===== src/rtl/operand_sequencer.sv =====
// Collects eight operand words, pulses start to a compute core, waits for done
// (bounded by TIMEOUT) and hands the captured result downstream with valid/ready.
module operand_sequencer #(
  parameter int WIDTH   = 32,
  parameter int TIMEOUT = 1024
) (
  input  logic             clk,
  input  logic             rst,
  input  logic             in_valid,
  input  logic [WIDTH-1:0] in_data,
  output logic             in_ready,
  output logic             start,
  output logic [WIDTH-1:0] i1,
  output logic [WIDTH-1:0] i2,
  output logic [WIDTH-1:0] i3,
  output logic [WIDTH-1:0] i4,
  output logic [WIDTH-1:0] i5,
  output logic [WIDTH-1:0] i6,
  output logic [WIDTH-1:0] i7,
  output logic [WIDTH-1:0] i8,
  input  logic [WIDTH-1:0] result,
  input  logic             done,
  output logic             out_valid,
  output logic [WIDTH-1:0] out_data,
  input  logic             out_ready,
  output logic             busy,
  output logic             timeout_err
);
  localparam int TW = $clog2(TIMEOUT + 1);

  typedef enum logic [1:0] {LOAD, LAUNCH, WAIT, DELIVER} state_t;

  state_t           state_q, state_d;
  logic [2:0]       cnt_q, cnt_d;
  logic [TW-1:0]    wait_q, wait_d;
  logic [WIDTH-1:0] ops_q [8];
  logic [WIDTH-1:0] out_q, out_d;
  logic             err_q, err_d;
  logic             load_we;

  always_comb begin
    state_d   = state_q;
    cnt_d     = cnt_q;
    wait_d    = wait_q;
    out_d     = out_q;
    err_d     = err_q;
    load_we   = 1'b0;
    in_ready  = 1'b0;
    start     = 1'b0;
    out_valid = 1'b0;
    case (state_q)
      LOAD: begin
        in_ready = 1'b1;
        if (in_valid) begin
          load_we = 1'b1;
          // 3-bit counter wraps back to 0 on the eighth word
          cnt_d   = cnt_q + 3'd1;
          if (cnt_q == 3'd7) state_d = LAUNCH;
        end
      end
      LAUNCH: begin
        start   = 1'b1;
        wait_d  = '0;
        state_d = WAIT;
      end
      WAIT: begin
        if (done) begin
          out_d   = result;
          state_d = DELIVER;
        end else if (wait_q == TW'(TIMEOUT - 1)) begin
          err_d   = 1'b1;
          state_d = LOAD;
        end else begin
          wait_d = wait_q + TW'(1);
        end
      end
      DELIVER: begin
        out_valid = 1'b1;
        if (out_ready) state_d = LOAD;
      end
      default: state_d = LOAD;
    endcase
  end

  always_ff @(posedge clk) begin
    if (rst) begin
      state_q <= LOAD;
      cnt_q   <= '0;
      wait_q  <= '0;
      out_q   <= '0;
      err_q   <= 1'b0;
      for (int k = 0; k < 8; k++) ops_q[k] <= '0;
    end else begin
      state_q <= state_d;
      cnt_q   <= cnt_d;
      wait_q  <= wait_d;
      out_q   <= out_d;
      err_q   <= err_d;
      if (load_we) ops_q[cnt_q] <= in_data;
    end
  end

  assign busy        = (state_q != LOAD);
  assign out_data    = out_q;
  assign timeout_err = err_q;
  assign i1 = ops_q[0];
  assign i2 = ops_q[1];
  assign i3 = ops_q[2];
  assign i4 = ops_q[3];
  assign i5 = ops_q[4];
  assign i6 = ops_q[5];
  assign i7 = ops_q[6];
  assign i8 = ops_q[7];
endmodule

===== config.mk =====
export PLATFORM = sky130hd
export DESIGN_NAME = operand_sequencer
export DESIGN_NICKNAME = d
export VERILOG_FILES = /design/src/rtl/operand_sequencer.sv
export SDC_FILE = /design/constraint.sdc
export NUM_CORES = 1
export LEC_CHECK = 0
export ABC_AREA = 1
export CAP_MARGIN = 20
export CORE_ASPECT_RATIO = 0.5
export CORE_MARGIN = 2
export CORE_UTILIZATION = 46
export CTS_CLUSTER_DIAMETER = 150
export CTS_CLUSTER_SIZE = 14
export DETAILED_ROUTE_END_ITERATION = 6
export GPL_TIMING_DRIVEN = 1
export PLACE_DENSITY = 0.8
export SLEW_MARGIN = 30
export SYNTH_ARGS = -nofsm -noshare
export SYNTH_HDL_FRONTEND = slang
export SYNTH_SLANG_ARGS = --single-unit

===== constraint.sdc =====
create_clock -name clk -period 3.5 [get_ports clk]
set_clock_uncertainty 0.1 [all_clocks]
set_input_delay 0.7 -clock clk [delete_from_list [all_inputs] [get_ports clk]]
set_output_delay 0.7 -clock clk [all_outputs]
set_load 0.05 [all_outputs]

==> flow_summary_export.csv, run 1 <==
group,metric,value,unit
run_status,outcome,"finished, final reports clean",
floorplanning,core,24000,um^2
synthesis,syn_area,11200,um^2
layout,final_cell_mix,"361 x clkdlybuf4s50_1, 274 x nor2_1, 256 x edfxtp_1",
min_path,hold_path.class,"reg -> reg",
critical_path,crit_required,2.70,ns
synthesis,synth.area.mux_share,0,
timing,fin_crit_sh,0.798,
layout,antennaDiodeCount,0,
timing,min_period,2.79,ns
floorplanning,initial_utilization,0.467,
clock_tree,cts_resized,0,
power_and_ir_drop,p_per_area,574,nW/um^2
critical_path,worstPathArrival,1.99,ns
layout,drive_gt1_frac,0.0575,
synthesis,ys_ff_latch,305,
global_routing,grt_max_degree,44,
floorplanning,ios,362,
synthesis,synthCells,881,
timing,fmax,0.358,GHz
clock_tree,clock_path_buffers,3,
clock_tree,cts_hold_buf,0,
floorplanning,die_h,114,um
layout,syn_to_final_growth,40.9,%
place,place_area,15100,um^2
timing,rsz0062_at_grt,"no",
critical_path,cpLargestDelayFamily,"buffers and inverters",
routing,routedWlPerCell,20.7,um
global_routing,grt-ovfl-total,0,
critical_path,crit_path_end_kind,"output port",
synthesis,async_reset_ff_frac,0,
layout,fillers,1737,
clock_tree,cts_tree,"yes",
routing,drt-total-wl,32.4,mm
synthesis,yosys.area_share.xor_xnor,0.00156,
place,place_congestion,0.824,
routing,drcViolationCount,0,
synthesis,synth_fa_ha_area_frac,0.00335,
layout,postLayoutCellArea,15800,um^2
global_routing,grt_antenna_before_repair,0,
routing,vias,8131,
timing,setup-violations-final,0,
timing,hold_ws,0.364,ns
synthesis,synth.distinct_cells,25,
run,max_cap_violations,0,
timing,finalMaxSlewViolations,0,
timing,fin_setup_tns,0,ns
clock_tree,htreeDepth,1,
global_routing,grt_first_pass_wirelength,47.5,mm
synthesis,synth_compound_area_frac,0.0239,
layout,final_common_cell,"clkdlybuf4s50_1",
layout,multi_input_area,2060,um^2
floorplanning,die_x,225,um
place,numPortBuffers,361,
routing,dr.pass1.iters,5,
clock_tree,clockRootBuffer,"clkbuf_16",
power_and_ir_drop,p_leak,5.98,nW
synthesis,synth_seq_area_share,0.774,
critical_path,crit_buf_inv,2,
power_and_ir_drop,irDropWorstVdd,0.314,mV
layout,nNetsFinal,1317,
synthesis,mappedNetlistNets,953,
synthesis,synthSimpleGateAreaFrac,0.155,
critical_path,path_cells,"inv_2 -> nor2_1 -> clkdlybuf4s50_1",
clock_tree,post_cts_buffers,0,
floorplanning,dieArea,25700,um^2
timing,slew_headroom,0.579,
timing,worstMarginPinSlew,0.629,ns
routing,postRouteAntennaNets,0,
critical_path,critPathKind,"reg -> out",
critical_path,slowest_delay,0.85,ns
routing,avgViaCountPerCell,5.19,
synthesis,synth_top_family_by_area,"simple AND/OR/NAND/NOR gates",
clock_tree,numCtsBuffers,25,
global_routing,gr-usage-all-layers,0.247,
synthesis,syn_avg_cell_area,12.7,um^2
timing,worst_slack,0.706,ns
routing,drt_iter0_markers,715,
critical_path,cp_max_fo,3,
synthesis,ys_warn_count,0,
place,dp_hpwl,22.8,mm
power_and_ir_drop,totalPowerFinal,9.06,mW
layout,fin_util,0.658,
clock_tree,clk_latency,0.53,ns
place,place_ws,0.481,ns
critical_path,critical_path.slowest_cell,"clkdlybuf4s50_1",
timing,finalHoldViolations,0,
place,placedCellCount,1533,
layout,regArea,8670,um^2
clock_tree,path_clk_slew,0.06,ns
synthesis,synth_edf_count,256,
floorplanning,rows,40,
synthesis,ys.flop_type,"edfxtp_1",
global_routing,grt_pass1_vias,8025,
clock_tree,clock_sinks,305,
layout,final_cells,1567,
critical_path,start_kind,"register",
==> final timing paths <==
kind	from	end	slack, ns	cells after the start
setup / recovery	state_q[0]	start	0.71	3
hold reg to reg	out_data[23]	out_data[23]	0.36	2
setup reg to reg	state_q[1]	ops_q[4][2]	1.18	8
hold / removal	out_data[23]	out_data[23]	0.36	2
==> worst min-delay path: cells and delay by family, from the launching register on <==
family          cells  cell delay [ns]
compound gates      1             0.05
simple gates        1             0.06
flops               1             0.31
==> registers in the layout (all words and copies together) (netlist names) <==
signal,flops
ops_q,256
out_data,32
wait_q,11
cnt_q,3
state_q,2
timeout_err,1
==> logic make-up after synthesis <==
logic type | count (synthesis)
buf+inv | 97
fa+ha+maj | 3
compound gates | 53
simple gates | 421
xor+xnor | 2
flops | 305
==> synth_stat cells, drive strengths merged (3+ instances only) <==
cell	count	area share
nor2	280	0.097
edfxtp	256	0.69
nand2	87	0.033
inv	54	0.018
dfxtp	49	0.088
nand3	47	0.021
a21oi	45	0.020
buf	34	0.021
clkbuf	8	0.0027
o21ai	7	0.0031
ha	3	0.0034
nand4	3	0.0017
nor3	3	0.0013
==> where the power goes <==
| group | switching (mW) | internal (mW) | total (mW) |
|---|---|---|---|
| clock | 1.22 | 1.30 | 2.52 |
| sequential | 0.121 | 4.25 | 4.37 |
| combinational | 1.56 | 0.606 | 2.17 |
| total | 2.91 | 6.15 | 9.06 |
==> layer usage <==
metal	GRT usage	vias up	wire length, um
li1	-	3666	-
met1	0.298	4011	12000
met2	0.440	367	16600
met3	0.0539	87	2490
met4	0.0940	0	1290
met5	0	-	0
==> cell type report <==
cell class | count | area share
clock buffers | 32 | 0.0413
inverters | 55 | 0.0132
well taps | 315 | 0.0250
multi-input cells | 479 | 0.131
clock inverters | 2 | 0.000872
flip-flops and latches | 305 | 0.549
repair buffers | 379 | 0.240
No activity file was read; power rests on OpenSTA's default activity.
==> inputs of run 2 (changes only) <==
--- a/config.mk
+++ b/config.mk
@@ -9,12 +9,12 @@
 export CAP_MARGIN = 20
 export CORE_ASPECT_RATIO = 0.5
 export CORE_MARGIN = 2
-export CORE_UTILIZATION = 46
+export CORE_UTILIZATION = 42
 export CTS_CLUSTER_DIAMETER = 150
 export CTS_CLUSTER_SIZE = 14
 export DETAILED_ROUTE_END_ITERATION = 6
 export GPL_TIMING_DRIVEN = 1
-export PLACE_DENSITY = 0.8
+export PLACE_DENSITY = 0.77
 export SLEW_MARGIN = 30
 export SYNTH_ARGS = -nofsm -noshare
 export SYNTH_HDL_FRONTEND = slang
==> constraint.sdc (replaced) <==
create_clock -name clk -period 2.3 [get_ports clk]
set_clock_uncertainty 0.1 [all_clocks]
set_input_delay 0.46 -clock clk [delete_from_list [all_inputs] [get_ports clk]]
set_output_delay 0.46 -clock clk [all_outputs]
set_load 0.05 [all_outputs]
==> run 2 against run 1 <==
  * Critical path type unchanged
  * Sequential share of layout area shrank 1.4 points
  * Setup slack got worse by 0.68 ns
  * Utilization down 4.3 points
  * Routed wire length rose by 1.1%
  * Power grew 53%
  * Critical path depth down 2
  * Final cell count up 3.4%
  * Global-route usage shrank 2.1 points
  * Combinational power increased by 53%
  * Flip-flop and latch count did not move
  * Via count rose by 0.18%
  * Largest power group unchanged
  * Critical endpoint is now i4[4]
==> flow_summary_export.csv, run 2 (synthesis results as in run 1) <==
group,metric,value,unit
routing,drt_iter0_markers,640,
floorplanning,die_h,119,um
routing,drcViolationCount,0,
routing,routedWlPerCell,20.2,um
clock_tree,path_clk_slew,0.07,ns
timing,rsz0062_at_grt,"no",
floorplanning,rows,42,
routing,avgViaCountPerCell,5.03,
layout,largest_reg_flops,256,
floorplanning,core,26300,um^2
routing,postRouteAntennaNets,0,
clock_tree,clk_latency,0.54,ns
power_and_ir_drop,irDropWorstVdd,0.458,mV
critical_path,cpLargestDelayFamily,"buffers and inverters",
layout,final_common_cell,"nor2_1",
timing,worst_slack,0.0260,ns
critical_path,crit_required,1.74,ns
timing,finalHoldViolations,0,
critical_path,worstPathArrival,1.71,ns
critical_path,path_cells,"clkdlybuf4s50_1",
timing,fmax,0.440,GHz
timing,fin_crit_sh,0.989,
routing,dr.pass1.iters,5,
layout,top_register,"ops_q",
timing,slew_headroom,0.610,
clock_tree,cts_tree,"yes",
clock_tree,clock_path_buffers,3,
timing,finalMaxSlewViolations,0,
layout,syn_to_final_growth,44.6,%
global_routing,grt_first_pass_wirelength,48.2,mm
floorplanning,ios,362,
min_path,hold_path.class,"reg -> reg",
place,numPortBuffers,361,
timing,worstMarginPinSlew,0.584,ns
layout,final_cell_mix,"274 x nor2_1, 256 x edfxtp_1, 244 x clkdlybuf4s50_1",
floorplanning,dieArea,28100,um^2
timing,hold_ws,0.340,ns
routing,drt-total-wl,32.8,mm
critical_path,reg2reg_depth,8,
global_routing,grt-ovfl-total,0,
floorplanning,die_x,235,um
timing,setup-violations-final,0,
min_path,hold_depth,2,
clock_tree,numCtsBuffers,25,
global_routing,grt_pass1_vias,7947,
clock_tree,clock_sinks,305,
floorplanning,initial_utilization,0.425,
power_and_ir_drop,totalPowerFinal,13.8,mW
timing,fin_setup_tns,0,ns
critical_path,cp_max_fo,1,
layout,fin_util,0.615,
run,max_cap_violations,0,
place,place_congestion,0.870,
critical_path,critical_path.slowest_cell,"clkdlybuf4s50_1",
clock_tree,htreeDepth,1,
global_routing,grt_max_degree,43,
run_status,outcome,"finished, final reports clean",
place,place_ws,0.0996,ns
critical_path,critPathKind,"reg -> out",
global_routing,gr-usage-all-layers,0.226,
global_routing,grt_antenna_before_repair,0,
layout,nNetsFinal,1334,
timing,min_period,2.27,ns
routing,vias,8146,
place,dp_hpwl,23.5,mm
critical_path,crit_path_end_kind,"output port",
layout,drive_gt1_frac,0.0804,
critical_path,cp_num_cells,1,
critical_path,crit_buf_inv,1,
layout,antennaDiodeCount,0,
critical_path,start_kind,"register",
power_and_ir_drop,p_per_area,854,nW/um^2
clock_tree,clockRootBuffer,"clkbuf_16",
clock_tree,post_cts_buffers,0,
power_and_ir_drop,p_leak,7.18,nW
critical_path,slowest_delay,0.82,ns
-- run 2: cell type report --
class                      instances  area (um^2)
clock buffer                      32          652
timing repair buffer             396         4120
tap                              352          440
multi-input combinational        479         2080
inverter                          55          208
sequential                       305         8670
fill                            2001        10100
clock inverter                     2         25.0
-- run 2: worst paths after layout --
kind | start | end | slack (ns)
worst max-delay path | ops_q[3][4] | i4[4] | 0.03
worst max register to register | wait_q[0] | wait_q[7] | 0.44
worst min register to register | wait_q[10] | wait_q[10] | 0.34
worst min-delay path | wait_q[10] | wait_q[10] | 0.34
-- run 2: where the power goes --
| group | internal (mW) | leakage [nW] | switching [mW] | total [mW] |
|---|---|---|---|---|
| clock network | 1.98 | 0.330 | 1.87 | 3.86 |
| logic | 0.924 | 3.80 | 2.40 | 3.32 |
| registers | 6.47 | 3.05 | 0.172 | 6.64 |
| total | 9.38 | 7.18 | 4.45 | 13.8 |
-- run 2: routing by layer --
metal / global-route usage / up-vias / share of wire
li1: - / 3708 / -
met1: 0.273 / 4020 / 0.37
met2: 0.407 / 336 / 0.52
met3: 0.0429 / 82 / 0.071
met4: 0.0803 / 0 / 0.040
met5: 0 / - / 0
-- run 2: metrics by stage --
step	instances	area, um^2
final	1621	16200
after global routing	1621	16200
after CTS	1621	16000
after detailed placement	1587	15400
after global placement	1587	15400
after floorplan	881	11200
-- run 2: timing repair --
item                                    in CTS  in global routing
hold buffers                                 0                  0
resized for setup                           40                 70
endpoints found under the hold margin        0                  0
endpoints found under the setup margin      40                 70
-- run 2: tightest hold or removal path: cells and delay by family (launching register included) --
kind            cells  cell delay, ns
flops               1            0.31
simple gates        1            0.06
compound gates      1            0.03
==> inputs of run 3 (changes only) <==
--- a/config.mk
+++ b/config.mk
@@ -15,6 +15,7 @@
 export DETAILED_ROUTE_END_ITERATION = 6
 export GPL_TIMING_DRIVEN = 1
 export PLACE_DENSITY = 0.77
+export RECOVER_POWER = 25
 export SLEW_MARGIN = 30
 export SYNTH_ARGS = -nofsm -noshare
 export SYNTH_HDL_FRONTEND = slang
==> constraint.sdc (replaced) <==
create_clock -name clk -period 2.3 [get_ports clk]
set_clock_uncertainty 0.1 [all_clocks]
set_input_delay 0.46 -clock clk [delete_from_list [all_inputs] [get_ports clk]]
set_output_delay 0.46 -clock clk [all_outputs]
set_load 0.005 [all_outputs]
==> run 3 against run 2 <==
  * Register-to-register slack worse by 0.25 ns
  * Routed wire length up 1.7%
  * First-iteration DRC count up 26%
  * Sequential power about the same
  * Power down 9.0%
  * Via count up 0.60%
  * Utilization down 0.74 points
  * Setup slack better by 0.076 ns
  * Largest power group unchanged
==> flow_summary_export.csv, run 3 (synthesis results as in run 1) <==
group,metric,value,unit
timing,slew_headroom,0.457,
global_routing,gr-usage-all-layers,0.229,
timing,finalMaxSlewViolations,0,
clock_tree,path_clk_slew,0.07,ns
layout,final_cell_mix,"361 x clkdlybuf4s50_1, 276 x nor2_1, 256 x edfxtp_1",
routing,drt_iter0_markers,805,
layout,largest_reg_flops,256,
layout,drive_gt1_frac,0.0679,
place,dp_hpwl,23.6,mm
layout,fillers,2056,
routing,postRouteAntennaNets,0,
layout,antennaDiodeCount,0,
routing,routedWlPerCell,20.6,um
clock_tree,clockRootBuffer,"clkbuf_16",
floorplanning,rows,42,
critical_path,critPathKind,"reg -> out",
routing,drt-total-wl,33.3,mm
critical_path,cp_max_fo,3,
timing,fin_crit_sh,0.955,
clock_tree,cts_hold_buf,0,
place,place_area,15400,um^2
layout,multi_input_area,2050,um^2
critical_path,slowest_delay,0.54,ns
global_routing,grt_max_degree,43,
critical_path,critical_path.slowest_cell,"clkdlybuf4s50_1",
layout,syn_to_final_growth,42.8,%
critical_path,path_cells,"inv_2 -> nor2_2 -> clkdlybuf4s50_1",
critical_path,cpLargestDelayFamily,"buffers and inverters",
floorplanning,initial_utilization,0.425,
routing,vias,8195,
clock_tree,numCtsBuffers,25,
global_routing,grt_pass1_vias,7935,
min_path,holdPathEnd,"wait_q[10]",
run,max_cap_violations,0,
clock_tree,clock_sinks,305,
layout,top_register,"ops_q",
floorplanning,ios,362,
clock_tree,post_cts_buffers,0,
timing,fmax,0.455,GHz
critical_path,worstPathArrival,1.64,ns
timing,min_period,2.20,ns
timing,rsz0062_at_grt,"no",
critical_path,crit_path_end_kind,"output port",
timing,setup-violations-final,0,
min_path,min_from,"wait_q[10]",
critical_path,crit_required,1.74,ns
critical_path,r2r_end,"wait_q[7]",
timing,finalHoldViolations,0,
power_and_ir_drop,irDropWorstVdd,0.477,mV
routing,dr.pass1.iters,5,
run_status,outcome,"finished, final reports clean",
routing,avgViaCountPerCell,5.06,
layout,postLayoutCellArea,16000,um^2
critical_path,r2r_start,"wait_q[1]",
critical_path,reg2reg_depth,8,
global_routing,grt_antenna_before_repair,0,
floorplanning,die_x,235,um
critical_path,r2r_slack,0.19,ns
layout,regArea,8670,um^2
timing,worstMarginPinSlew,0.814,ns
routing,drcViolationCount,0,
place,place_congestion,0.824,
floorplanning,dieArea,28100,um^2
critical_path,start_kind,"register",
clock_tree,clk_latency,0.54,ns
min_path,hold_path.class,"reg -> reg",
power_and_ir_drop,p_leak,6.07,nW
power_and_ir_drop,p_per_area,786,nW/um^2
critical_path,crit_buf_inv,2,
place,numPortBuffers,361,
clock_tree,htreeDepth,1,
layout,final_common_cell,"clkdlybuf4s50_1",
global_routing,grt_first_pass_wirelength,48.6,mm
floorplanning,die_h,119,um
clock_tree,cts_tree,"yes",
floorplanning,core,26300,um^2
min_path,hold_depth,2,
layout,nNetsFinal,1333,
clock_tree,clock_path_buffers,3,
global_routing,grt-ovfl-total,0,
timing,fin_setup_tns,0,ns
[run 3: cell count changes in the layout (fill, tap and decap cells not counted), sizes merged, moves of 13 or more]
cell / before / now
clkdlybuf4s50: 244 / 361
buf: 42 / 20
clkbuf: 32 / 45
dlygate4sd2: 40 / 0
dlymetal6s2s: 70 / 0
[run 3: metrics by stage]
step / instances / worst slack (ns) / total power, mW / utilization / hold WS, ns
after detailed placement: 1586 / 0.132 / 8.86 / 0.584 / 0.349
final: 1619 / 0.102 / 12.6 / 0.608 / 0.362
after CTS: 1619 / 0.0326 / 12.7 / 0.610 / 0.358
after global routing: 1619 / 0.0324 / 13.0 / 0.608 / 0.377
after floorplan: 881 / 0.0206 / 7.58 / - / 0.322
after global placement: 1586 / 0.167 / 8.79 / 0.584 / 0.333
[run 3: worst max-delay path by stage]
stage / from / endpoint / slack (ns) / cells after the start
CTS: state_q[1] / start / 0.03 / 2
global placement: rst / ops_q[1][14] / 0.17 / 7
global route: state_q[0] / start / 0.03 / 3
floorplan: rst / ops_q[3][0] / 0.02 / 5
detailed placement: rst / ops_q[1][13] / 0.13 / 7
finish: state_q[0] / start / 0.10 / 3
[run 3: routing by layer]
layer  GRT usage  routed length (um)  vias up  part of all wire
met5           0                   0        -                 0
met4      0.0938                1450        0             0.044
met3      0.0359                2230       78             0.067
met2       0.397               17000      359              0.51
met1       0.290               12700     4057              0.38
li1            -                   -     3701                 -
[run 3: what timing repair did]
item / 4_1_cts / 5_1_grt
endpoints found under the setup margin: 1 / 1
pin swaps: 0 / 0
gates resized for setup: 2 / 1
[run 3: layout make-up]
class,instances,area share
inverter,55,0.0130
tap,352,0.0275
clock buffer,31,0.0405
clock inverter,2,0.00156
timing repair buffer,395,0.247
sequential,305,0.542
multi-input combinational,479,0.128
[run 3: worst register-to-register path, stage by stage, from the launching register on]
cell and delay [ns]:
dfxtp_1 0.39, ha_1 0.21, nand2_2 0.09, nor2_1 0.34, nand3_2 0.17, nand2_2 0.25, nand2_1 0.20, a21oi_1 0.20
nor2_1 0.05
[run 3: power by group]
group	switching (mW)	total (mW)	internal (mW)
clock	1.89	3.86	1.98
sequential	0.185	6.66	6.47
combinational	1.09	2.06	0.967
